<file path="config.mk">
export PLATFORM = sky130hd
export DESIGN_NAME = lab3_cla_serial_adder
export DESIGN_NICKNAME = d
export VERILOG_FILES = /design/src/rtl/lab3_cla_serial_adder.sv
export SDC_FILE = /design/constraint.sdc
export NUM_CORES = 1
export LEC_CHECK = 0
export CAP_MARGIN = 20
export CORE_AREA = 10 10 112 114
export DETAILED_ROUTE_END_ITERATION = 10
export DIE_AREA = 0 0 122 124
export DONT_BUFFER_PORTS = 1
export SETUP_SLACK_MARGIN = 0.3
export SLEW_MARGIN = 15
export SYNTH_ARGS = -nofsm -noshare
export SYNTH_HDL_FRONTEND = slang
export SYNTH_SLANG_ARGS = --single-unit
</file>
<file path="constraint.sdc">
create_clock -name clk -period 2.7 [get_ports clk]
set_input_delay 0.54 -clock clk [delete_from_list [all_inputs] [get_ports clk]]
set_output_delay 0.54 -clock clk [all_outputs]
set_load 0.02 [all_outputs]
</file>
<file path="src/rtl/lab3_cla_serial_adder.sv">
// Nibble-serial WIDTH-bit adder built around one 4-bit carry-lookahead stage.
// Operands are captured on an accepted start and summed LSB nibble first,
// one nibble per clock. The inter-nibble carry lives in a 1-bit register.
//
// Handshake: start is a request sampled on every rising edge. It is accepted
// in IDLE or DONE (so back-to-back operations are possible) and ignored while
// busy=1. An accepted operation ends with a single-cycle done pulse. At that
// point Sum/Cout/V are final, and they hold through IDLE until the next
// accepted start.
module lab3_cla_serial_adder #(
  parameter int WIDTH = 16
) (
  input  logic             clk,
  input  logic             rst,
  input  logic             start,
  input  logic [WIDTH-1:0] A,
  input  logic [WIDTH-1:0] B,
  input  logic             Cin,
  output logic             busy,
  output logic             done,
  output logic [WIDTH-1:0] Sum,
  output logic             Cout,
  output logic             V,
  output logic [1:0]       state_dbg
);

  localparam int N  = WIDTH / 4;
  localparam int IW = (N > 1) ? $clog2(N) : 1;

  typedef enum logic [1:0] {
    S_IDLE = 2'd0,
    S_RUN  = 2'd1,
    S_DONE = 2'd2
  } state_t;

  state_t           state_q, state_d;
  logic [WIDTH-1:0] a_q, a_d;
  logic [WIDTH-1:0] b_q, b_d;
  logic             carry_q, carry_d;
  logic [IW-1:0]    idx_q, idx_d;
  logic [WIDTH-1:0] sum_q, sum_d;
  logic             cout_q, cout_d;
  logic             v_q, v_d;

  logic [3:0] a_nib, b_nib;
  logic [3:0] g, p, s;
  logic [4:0] c;

  // Select the operand nibble addressed by the current index.
  always_comb begin
    a_nib = '0;
    b_nib = '0;
    for (int n = 0; n < N; n++) begin
      if (idx_q == IW'(n)) begin
        a_nib = a_q[4*n +: 4];
        b_nib = b_q[4*n +: 4];
      end
    end
  end

  // Two-level carry lookahead over one nibble, seeded from the carry register.
  // Every carry is a flat sum of products, so there is no ripple chain.
  always_comb begin
    g    = a_nib & b_nib;
    p    = a_nib ^ b_nib;
    c[0] = carry_q;
    c[1] = g[0] | (p[0] & carry_q);
    c[2] = g[1] | (p[1] & g[0]) | (p[1] & p[0] & carry_q);
    c[3] = g[2] | (p[2] & g[1]) | (p[2] & p[1] & g[0])
         | (p[2] & p[1] & p[0] & carry_q);
    c[4] = g[3] | (p[3] & g[2]) | (p[3] & p[2] & g[1])
         | (p[3] & p[2] & p[1] & g[0])
         | (p[3] & p[2] & p[1] & p[0] & carry_q);
    s    = p ^ c[3:0];
  end

  // Next-state and datapath updates; every register holds by default.
  always_comb begin
    state_d = state_q;
    a_d     = a_q;
    b_d     = b_q;
    carry_d = carry_q;
    idx_d   = idx_q;
    sum_d   = sum_q;
    cout_d  = cout_q;
    v_d     = v_q;
    case (state_q)
      S_IDLE, S_DONE: begin
        if (start) begin
          a_d     = A;
          b_d     = B;
          carry_d = Cin;
          idx_d   = '0;
          sum_d   = '0;
          cout_d  = 1'b0;
          v_d     = 1'b0;
          state_d = S_RUN;
        end else if (state_q == S_DONE) begin
          state_d = S_IDLE;
        end
      end
      S_RUN: begin
        for (int n = 0; n < N; n++) begin
          if (idx_q == IW'(n)) begin
            sum_d[4*n +: 4] = s;
          end
        end
        carry_d = c[4];
        if (idx_q == IW'(N - 1)) begin
          // The top nibble's c3/c4 are the carries into and out of the MSB.
          cout_d  = c[4];
          v_d     = c[3] ^ c[4];
          idx_d   = '0;
          state_d = S_DONE;
        end else begin
          idx_d = idx_q + 1'b1;
        end
      end
      default: state_d = S_IDLE;
    endcase
  end

  // State and datapath registers with synchronous reset.
  always_ff @(posedge clk) begin
    if (rst) begin
      state_q <= S_IDLE;
      a_q     <= '0;
      b_q     <= '0;
      carry_q <= 1'b0;
      idx_q   <= '0;
      sum_q   <= '0;
      cout_q  <= 1'b0;
      v_q     <= 1'b0;
    end else begin
      state_q <= state_d;
      a_q     <= a_d;
      b_q     <= b_d;
      carry_q <= carry_d;
      idx_q   <= idx_d;
      sum_q   <= sum_d;
      cout_q  <= cout_d;
      v_q     <= v_d;
    end
  end

  assign busy      = (state_q == S_RUN);
  assign done      = (state_q == S_DONE);
  assign Sum       = sum_q;
  assign Cout      = cout_q;
  assign V         = v_q;
  assign state_dbg = state_q;

endmodule

</file>
==> results.toml, run 1 <==
[status]
status = "finished clean"

[final_layout]
seqCellArea_mm2 = 0.001109
nNetsFinal = 368
antenna_cells = 0
multi_input_area_mm2 = 0.001375
final_area_mm2 = 0.002928
fillers = 1103
area_delta_synth_final_pct = 15.04
drive_gt1_share_pct = 15.12
final_cell_mix = "94 x nand2_1, 60 x a21oi_1, 53 x dfxtp_1"
final_common_cell = "nand2_1"

[sta]
hold_viol = 0
fin_tns_setup_ps = 0
finalSetupViolations = 0
fin_crit_sh_pct = 90.58
rsz0062_at_grt = "true"
max_clock_freq_mhz = 408.9
tightest_slew_ps = 720.0
finalMaxSlewViolations = 0
holdWs_ps = 286.6
fin_crit_ps = 2446
finClkSkew_ps = 7.463
relSlewSlack_pct = 51.90

[setup_path]
worstSetupPathType = "flop to flop"
slowest_stage = "dfxtp_4"
crit_buf_inv = 2
crit_fanout = 7
cp.required_ps = 2950
cp-end-kind = "flop"
crit_start = "idx_q[1]$_SDFFE_PP0P_"
cpLargestDelayFamily = "compound AO/OA/AOI/OAI gates"
arrival_ps = 2700
cpPeakStageDelay_ps = 370
path_common_cell = "a21oi_1"
crit_chain = "inv_4 > ha_4 > nand3b_1 > a21oi_1 > a21oi_1 > o21ai_1 > ha_1 > a211o_1 > a21oi_4 > buf_4 > mux2i_2 > a21o_1"
r2r-start = "idx_q[1]$_SDFFE_PP0P_"
worst_setup_path_start_kind = "flop"

[job]
max-cap-violations = 0

[synth]
yosys_warnings = 0
postSynthCellCount = 325
syn_area_per_cell_um2 = 7.831
synth_ff_type = "dfxtp_1"
synth_fp_nets = 370
synth-edff-count = 0
netlist_area_mm2 = 0.002545
ys_seq_elements = 55
ys_types = 36
synth-async-reset-ratio_pct = 0
yosysSeqAreaShare_pct = 43.26

[cts]
h-tree-depth = 2
root_buffer = "clkbuf_8"
postCtsHoldBufs = 0
cts-buffers-inserted = 5
clkLatencyLatePin_ps = 300
path_clk_slew_ps = 100
cts_buffer_depth = 2
cts_tree = "done"
cts.sinks = 55

[pwr]
p_total_mw = 1.693
power.density_mw_per_mm2 = 578.2
p_leak_nw = 1.049
ir_drop_uv = 243.3

[placed_design]
port_buffers = 0
place_area_mm2 = 0.002670
hpwl_mm = 5.207
gp_congestion = 0.7582

[floorplan]
coreArea_mm2 = 0.01023
rows = 37
num_io_pins = 58
initial_core_util_pct = 24.87
die_h_um = 124
dieArea_mm2 = 0.01513
die_x_um = 122

[global_route]
grt.total_usage_pct = 9.008
first_global_vias = 2059
grt_pass1_wl_mm = 10.78
grt_overflow = 0
grt_max_degree = 53
grt_antenna_before_repair = 0

[detailed_routing]
wl_per_cell_um = 15.19
vias_per_cell = 4.600
route.vias.total = 2116
ant_nets = 0
wirelength_mm = 6.989
drtIter0Drc = 53
drc = 0
first_pass_iters = 4

[hold_path]
min-delay-start = "rst"
hold_path_class = "input port to flop"
[final timing paths]
check	slack, ps	endpoint	depth (start not counted)
worst max-delay path	250	V$_SDFFE_PP0P_	12
worst min-delay path	290	Sum[8]$_SDFFE_PP0P_	1
worst max register to register	250	V$_SDFFE_PP0P_	12
worst min register to register	460	b_q[4]$_SDFFE_PP0P_	2
[where the power goes]
group          internal [mW]  switching [mW]  total [mW]
logic                  0.103           0.142       0.244
clock network          0.300           0.258       0.558
registers              0.850          0.0407       0.890
total                   1.25           0.440        1.69
[flip-flops by register name, indices dropped and copies added (netlist names)]
register,count
V,1
idx_q,2
state_dbg,2
Cout,1
carry_q,1
a_q,16
Sum,16
b_q,16
[cell families (layout without fill, tap and decap cells)]
family	Yosys count	after routing	synth area share, %
compound gates	93	93	21.24
xor+xnor	1	1	0.3442
simple gates	133	133	22.57
fa+ha+maj	9	9	4.720
buf+inv	29	28	5.899
mux	5	5	1.967
flops	55	55	43.26
[area by class of cell]
type                            count  area share (%)
Inverter                            5          0.8120
Sequential cell                    55           37.86
Tap cell                          136           5.812
Clock inverter                      2           1.197
Multi-Input combinational cell    241           46.97
Clock buffer                        6           2.821
Timing Repair Buffer               15           4.530
[worst register-to-register path: stages (launching register included)]
cell      delay (ps)
dfxtp_4          370
inv_4             50
ha_4             180
nand3b_1         150
a21oi_1          120
a21oi_1           50
o21ai_1          190
ha_1             280
a211o_1          310
a21oi_4          240
buf_4            150
mux2i_2          200
a21o_1           100
[synth_stat cells, types with 2 or more instances]
cell	n	area [um2]
a21oi_1	61	305.3
clkbuf_1	9	33.78
inv_1	4	15.01
o21ai_1	3	15.01
nand2_1	94	352.8
nand3b_1	8	60.06
a21oi_4	2	32.53
buf_6	2	22.52
mux2i_1	5	50.05
dfxtp_1	55	1101
ha_1	8	100.1
o21ai_0	14	70.07
buf_4	4	30.03
a211o_1	2	17.52
nor2b_1	2	12.51
nand4_1	6	37.54
nand3_1	8	40.04
nor3_1	2	10.01
nor2_1	9	33.78
buf_2	9	45.04
a21oi_2	3	26.28
[stage by stage]
stage / util, % / std cells / setup slack [ps]
floorplan: - / 325 / 255.5
global placement: 26.10 / 443 / 124.0
detailed placement: 26.10 / 443 / 22.05
CTS: 28.30 / 460 / 264.0
global route: 28.62 / 460 / 124.1
finish: 28.62 / 460 / 254.4
[metal layers]
metal / track usage (%) / vias to the layer above / part of all wire (%)
li1: - / 1095 / -
met3: 3.937 / 2 / 9.7
met5: 0 / - / 0
met1: 11.30 / 964 / 43
met4: 2.235 / 0 / 0.47
met2: 13.86 / 55 / 46
[repair_timing]
action	4_1_cts	5_1_grt
buffers inserted	9	0
pin swaps	11	7
endpoints found under the setup margin	18	13
resized for setup	13	9
(Power assumes the default switching activity.)
==> run 2: changes to the inputs <==
==> constraint.sdc (replaced) <==
create_clock -name clk -period 2.7 [get_ports clk]
set_input_delay 0.54 -clock clk [delete_from_list [all_inputs] [get_ports clk]]
set_output_delay 0.54 -clock clk [all_outputs]
set_load 0.05 [all_outputs]
==> results.toml, run 2 (synthesized netlist as in run 1, its figures left out) <==
[sta]
relSlewSlack_pct = 57.34
fin_ws_ps = 260.8
fin_crit_ps = 2439
fin_tns_setup_ps = 0
holdWs_ps = 291.5
tightest_slew_ps = 640.0
finClkSkew_ps = 3.302
finalMaxSlewViolations = 0
fin_crit_sh_pct = 90.34
hold_viol = 0
rsz0062_at_grt = "true"
finalSetupViolations = 0
max_clock_freq_mhz = 410.0

[final_layout]
nNetsFinal = 374
drive_gt1_share_pct = 19.15
final_common_cell = "nand2_1"
final_cell_mix = "91 x nand2_1, 54 x a21oi_1, 53 x dfxtp_1"
instances_no_fill = 465
multi_input_area_mm2 = 0.001401
fillers = 1097
final_area_mm2 = 0.002974
seqCellArea_mm2 = 0.001106
antenna_cells = 0
area_delta_synth_final_pct = 16.86

[detailed_routing]
drc = 0
first_pass_iters = 4
drtIter0Drc = 107
wirelength_mm = 7.124
route.vias.total = 2230
ant_nets = 0
wl_per_cell_um = 15.32
vias_per_cell = 4.796

[floorplan]
die_h_um = 124
rows = 37
die_x_um = 122
coreArea_mm2 = 0.01023
initial_core_util_pct = 24.87
dieArea_mm2 = 0.01513
num_io_pins = 58

[status]
status = "finished clean"

[setup_path]
crit_fanout = 9
r2r-start = "idx_q[1]$_SDFFE_PP0P_"
worstSetupPathType = "flop to flop"
cp.required_ps = 2890
arrival_ps = 2630
cp-end-kind = "flop"
worst_setup_path_start_kind = "flop"
crit_start = "idx_q[1]$_SDFFE_PP0P_"

[hold_path]
hold_path_class = "input port to flop"
min-delay-start = "rst"

[global_route]
grt_max_degree = 53
grt_pass1_wl_mm = 10.85
grt_antenna_before_repair = 0
grt.total_usage_pct = 9.081
grt_overflow = 0
first_global_vias = 2092

[pwr]
power.density_mw_per_mm2 = 546.6
p_leak_nw = 1.102
ir_drop_uv = 272.3

[placed_design]
place_area_mm2 = 0.002693
hpwl_mm = 5.253
pre_cts_ws_ps = 31.04
gp_congestion = 0.7786
dpl.cell_count = 446
port_buffers = 0

[cts]
cts_buffer_depth = 2
clkLatencyLatePin_ps = 300
cts-buffers-inserted = 5
h-tree-depth = 2
cts_tree = "done"
cts.sinks = 55
root_buffer = "clkbuf_8"
path_clk_slew_ps = 90

[job]
max-cap-violations = 0
run 2: changes by cell type in the layout (fill, tap and decap cells not counted), sizes merged:
| cell | previous run | this run |
|---|---|---|
| bufinv | 1 | 0 |
| buf | 15 | 21 |
run 2: area by class of cell:
| cell class | instances | share of cell area, % |
|---|---|---|
| inverter | 5 | 0.7993 |
| clock inverter | 1 | 0.1683 |
| timing repair buffer | 21 | 6.226 |
| clock buffer | 6 | 2.777 |
| multi-input combinational | 241 | 47.12 |
| sequential | 55 | 37.19 |
| tap | 136 | 5.721 |
run 2: path summary, 6_finish.rpt:
kind | to | slack [ps] | cells past startpoint
max | Sum[3]$_SDFFE_PP0P_ | 260 | 11
min | Sum[8]$_SDFFE_PP0P_ | 290 | 1
max reg2reg | Sum[3]$_SDFFE_PP0P_ | 260 | 11
min reg2reg | b_q[3]$_SDFFE_PP0P_ | 460 | 2
run 2: worst max-delay path, cell delays in order (launching register included):
cell     delay, ps
dfxtp_4        360
buf_4          150
ha_4           190
buf_4          180
a21oi_1        120
a21oi_1         60
o21ai_1        140
ha_1           280
o21a_1         230
a21oi_4        200
mux2i_2        310
mux2i_1        110
run 2: metrics by stage:
stage | total power [mW] | utilization [%]
2_1_floorplan | 1.110 | -
3_3_place_gp | 1.141 | 26.32
3_5_place_dp | 1.146 | 26.32
4_1_cts | 1.632 | 28.57
5_1_grt | 1.710 | 29.07
6_report | 1.626 | 29.07
run 2: metal layers:
layer / share of wire [%] / global-route usage [%] / vias up
met2: 46 / 14.17 / 65
li1: - / - / 1110
met5: 0 / 0 / -
met3: 10 / 3.665 / 7
met1: 43 / 11.35 / 1048
met4: 0.77 / 2.459 / 0
run 2: report_power, final:
group,internal [mW],leakage [nW],switching [mW]
Sequential,0.850,0.450,0.0518
Clock,0.202,0.0470,0.251
Combinational,0.111,0.605,0.159
run 2: repair_timing:
action / in CTS / in global routing
cloned: 0 / 0
pin swaps: 12 / 9
endpoints found under the setup margin: 14 / 11
buffers inserted: 10 / 2
hold buffers: 0 / 0
resized for setup: 21 / 13
==> run 3: changes to the inputs <==
==> constraint.sdc (replaced) <==
create_clock -name clk -period 2.55 [get_ports clk]
set_input_delay 0.51 -clock clk [delete_from_list [all_inputs] [get_ports clk]]
set_output_delay 0.51 -clock clk [all_outputs]
set_load 0.05 [all_outputs]
==> results.toml, run 3 (synthesized netlist as in run 1, its figures left out) <==
[hold_path]
hold_path_class = "input port to flop"
min-delay-start = "rst"
hold_end = "Sum[8]$_SDFFE_PP0P_"
hold_depth = 1

[floorplan]
die_h_um = 124
rows = 37
initial_core_util_pct = 24.87
dieArea_mm2 = 0.01513
die_x_um = 122
coreArea_mm2 = 0.01023
num_io_pins = 58

[detailed_routing]
drtIter0Drc = 118
wl_per_cell_um = 15.47
drc = 0
wirelength_mm = 7.273
ant_nets = 0
first_pass_iters = 4
route.vias.total = 2208
vias_per_cell = 4.698

[pwr]
seqPwrFrac_pct = 51.3
switching_share_pct = 28.40
combPwrFrac_pct = 17.0
ir_drop_uv = 411.1
p_leak_nw = 1.120
p_switching_mw = 0.5294
power.internal_mw = 1.335
clock_power_share_pct = 31.7
p_total_mw = 1.864
power.density_mw_per_mm2 = 605.3

[setup_path]
arrival_ps = 2660
cp-end-kind = "flop"
worstSetupPathType = "flop to flop"
crit_fanout = 6
r2r-start = "idx_q[1]$_SDFFE_PP0P_"
r2r_slack_ps = 110
r2r_cells = 12
worst_setup_path_start_kind = "flop"
cp.required_ps = 2760
r2r_end = "Sum[3]$_SDFFE_PP0P_"

[sta]
fin_crit_sh_pct = 95.77
rsz0062_at_grt = "true"
finalSetupViolations = 0
fin_ws_ps = 107.9
finalMaxSlewViolations = 0
fin_tns_setup_ps = 0
tightest_slew_ps = 645.8
fin_crit_ps = 2442
hold_viol = 0
relSlewSlack_pct = 56.89
max_clock_freq_mhz = 409.5
holdWs_ps = 238.7
finClkSkew_ps = 14.05

[global_route]
grt.total_usage_pct = 9.603
grt_overflow = 0
grt_antenna_before_repair = 0
grt_pass1_wl_mm = 11.50
first_global_vias = 2202
grt_max_degree = 53

[cts]
path_clk_slew_ps = 110
cts_buffer_depth = 2
cts.sinks = 55
cts-buffers-inserted = 5
h-tree-depth = 2
cts_tree = "done"
clkLatencyLatePin_ps = 320
root_buffer = "clkbuf_8"
postCtsHoldBufs = 0

[final_layout]
area_delta_synth_final_pct = 20.99
drive_gt1_share_pct = 22.16
fillers = 1085
nNetsFinal = 378
seqCellArea_mm2 = 0.001106
final_common_cell = "nand2_1"
antenna_cells = 0
final_cell_mix = "92 x nand2_1, 54 x a21oi_1, 53 x dfxtp_1"
multi_input_area_mm2 = 0.001461

[placed_design]
pre_cts_ws_ps = -34.11
hpwl_mm = 5.401
port_buffers = 0
gp_congestion = 0.7944

[status]
status = "finished clean"

[job]
max-cap-violations = 0
[run 3: changes by cell type in the layout (fill, tap and decap cells not counted), moves of 2 or more]
cell	change
nor2_2	-2
buf_8	-2
buf_6	+5
buf_4	+2
o21ai_2	+4
o21ai_0	-3
[run 3: per-stage QoR]
step | instance area (um2) | cells | utilization, %
floorplan | 2581 | 325 | -
global placement | 2725 | 452 | 26.64
detailed placement | 2725 | 452 | 26.64
CTS | 2990 | 470 | 29.23
global route | 3079 | 470 | 30.10
finish | 3079 | 470 | 30.10
[run 3: layout make-up]
type,instances,area share (%)
multi-input cells,241,47.46
flip-flops and latches,55,35.92
repair buffers,25,6.705
well taps,136,5.526
clock buffers,6,2.357
clock inverters,2,1.260
inverters,5,0.7720
[run 3: what timing repair did]
item	4_1_cts	5_1_grt
setup endpoints to repair	18	19
setup buffers	10	0
pin swaps	24	16
endpoints found under the hold margin	0	0
resized for setup	25	24
[run 3: worst max-delay path: stages, from the launching register on]
cell and delay [ps]:
dfxtp_2 350, inv_4 70, ha_4 160, buf_6 130, nand2_2 60, a21oi_2 150, a21oi_2 50, o21ai_2 150
ha_1 260, a211o_1 310, a21oi_4 250, mux2i_4 310, mux2i_1 90
[run 3: metal layers]
layer	track usage (%)	wire length, um	vias up	part of all wire, %
met4	2.534	63	0	0.87
met1	11.89	3303	1037	45
met3	3.167	480	8	6.6
met5	0	0	-	0
li1	-	-	1115	-
met2	15.68	3425	48	47
[run 3: worst max path at each step]
stage                           from                  end  slack, ps  cells after the start
6_report       idx_q[1]$_SDFFE_PP0P_  Sum[3]$_SDFFE_PP0P_        110                     12
5_1_grt        idx_q[1]$_SDFFE_PP0P_  Sum[7]$_SDFFE_PP0P_        -40                     11
4_1_cts        idx_q[1]$_SDFFE_PP0P_  Sum[3]$_SDFFE_PP0P_         90                     11
3_5_place_dp   idx_q[0]$_SDFFE_PP0P_  Sum[3]$_SDFFE_PP0P_        -30                     11
3_3_place_gp   idx_q[0]$_SDFFE_PP0P_  Sum[3]$_SDFFE_PP0P_         80                     11
2_1_floorplan  idx_q[1]$_SDFFE_PP0P_  Sum[3]$_SDFFE_PP0P_        110                     12
[run 3: power groups by stage]
| stage | sequential (mW) | clock [mW] | combinational [mW] |
|---|---|---|---|
| finish | 0.956 | 0.592 | 0.316 |
| CTS | 0.956 | 0.600 | 0.289 |
| global placement | 0.975 | 0 | 0.240 |
| floorplan | 0.969 | 0 | 0.206 |
| detailed placement | 0.976 | 0 | 0.245 |
| global route | 0.963 | 0.636 | 0.349 |
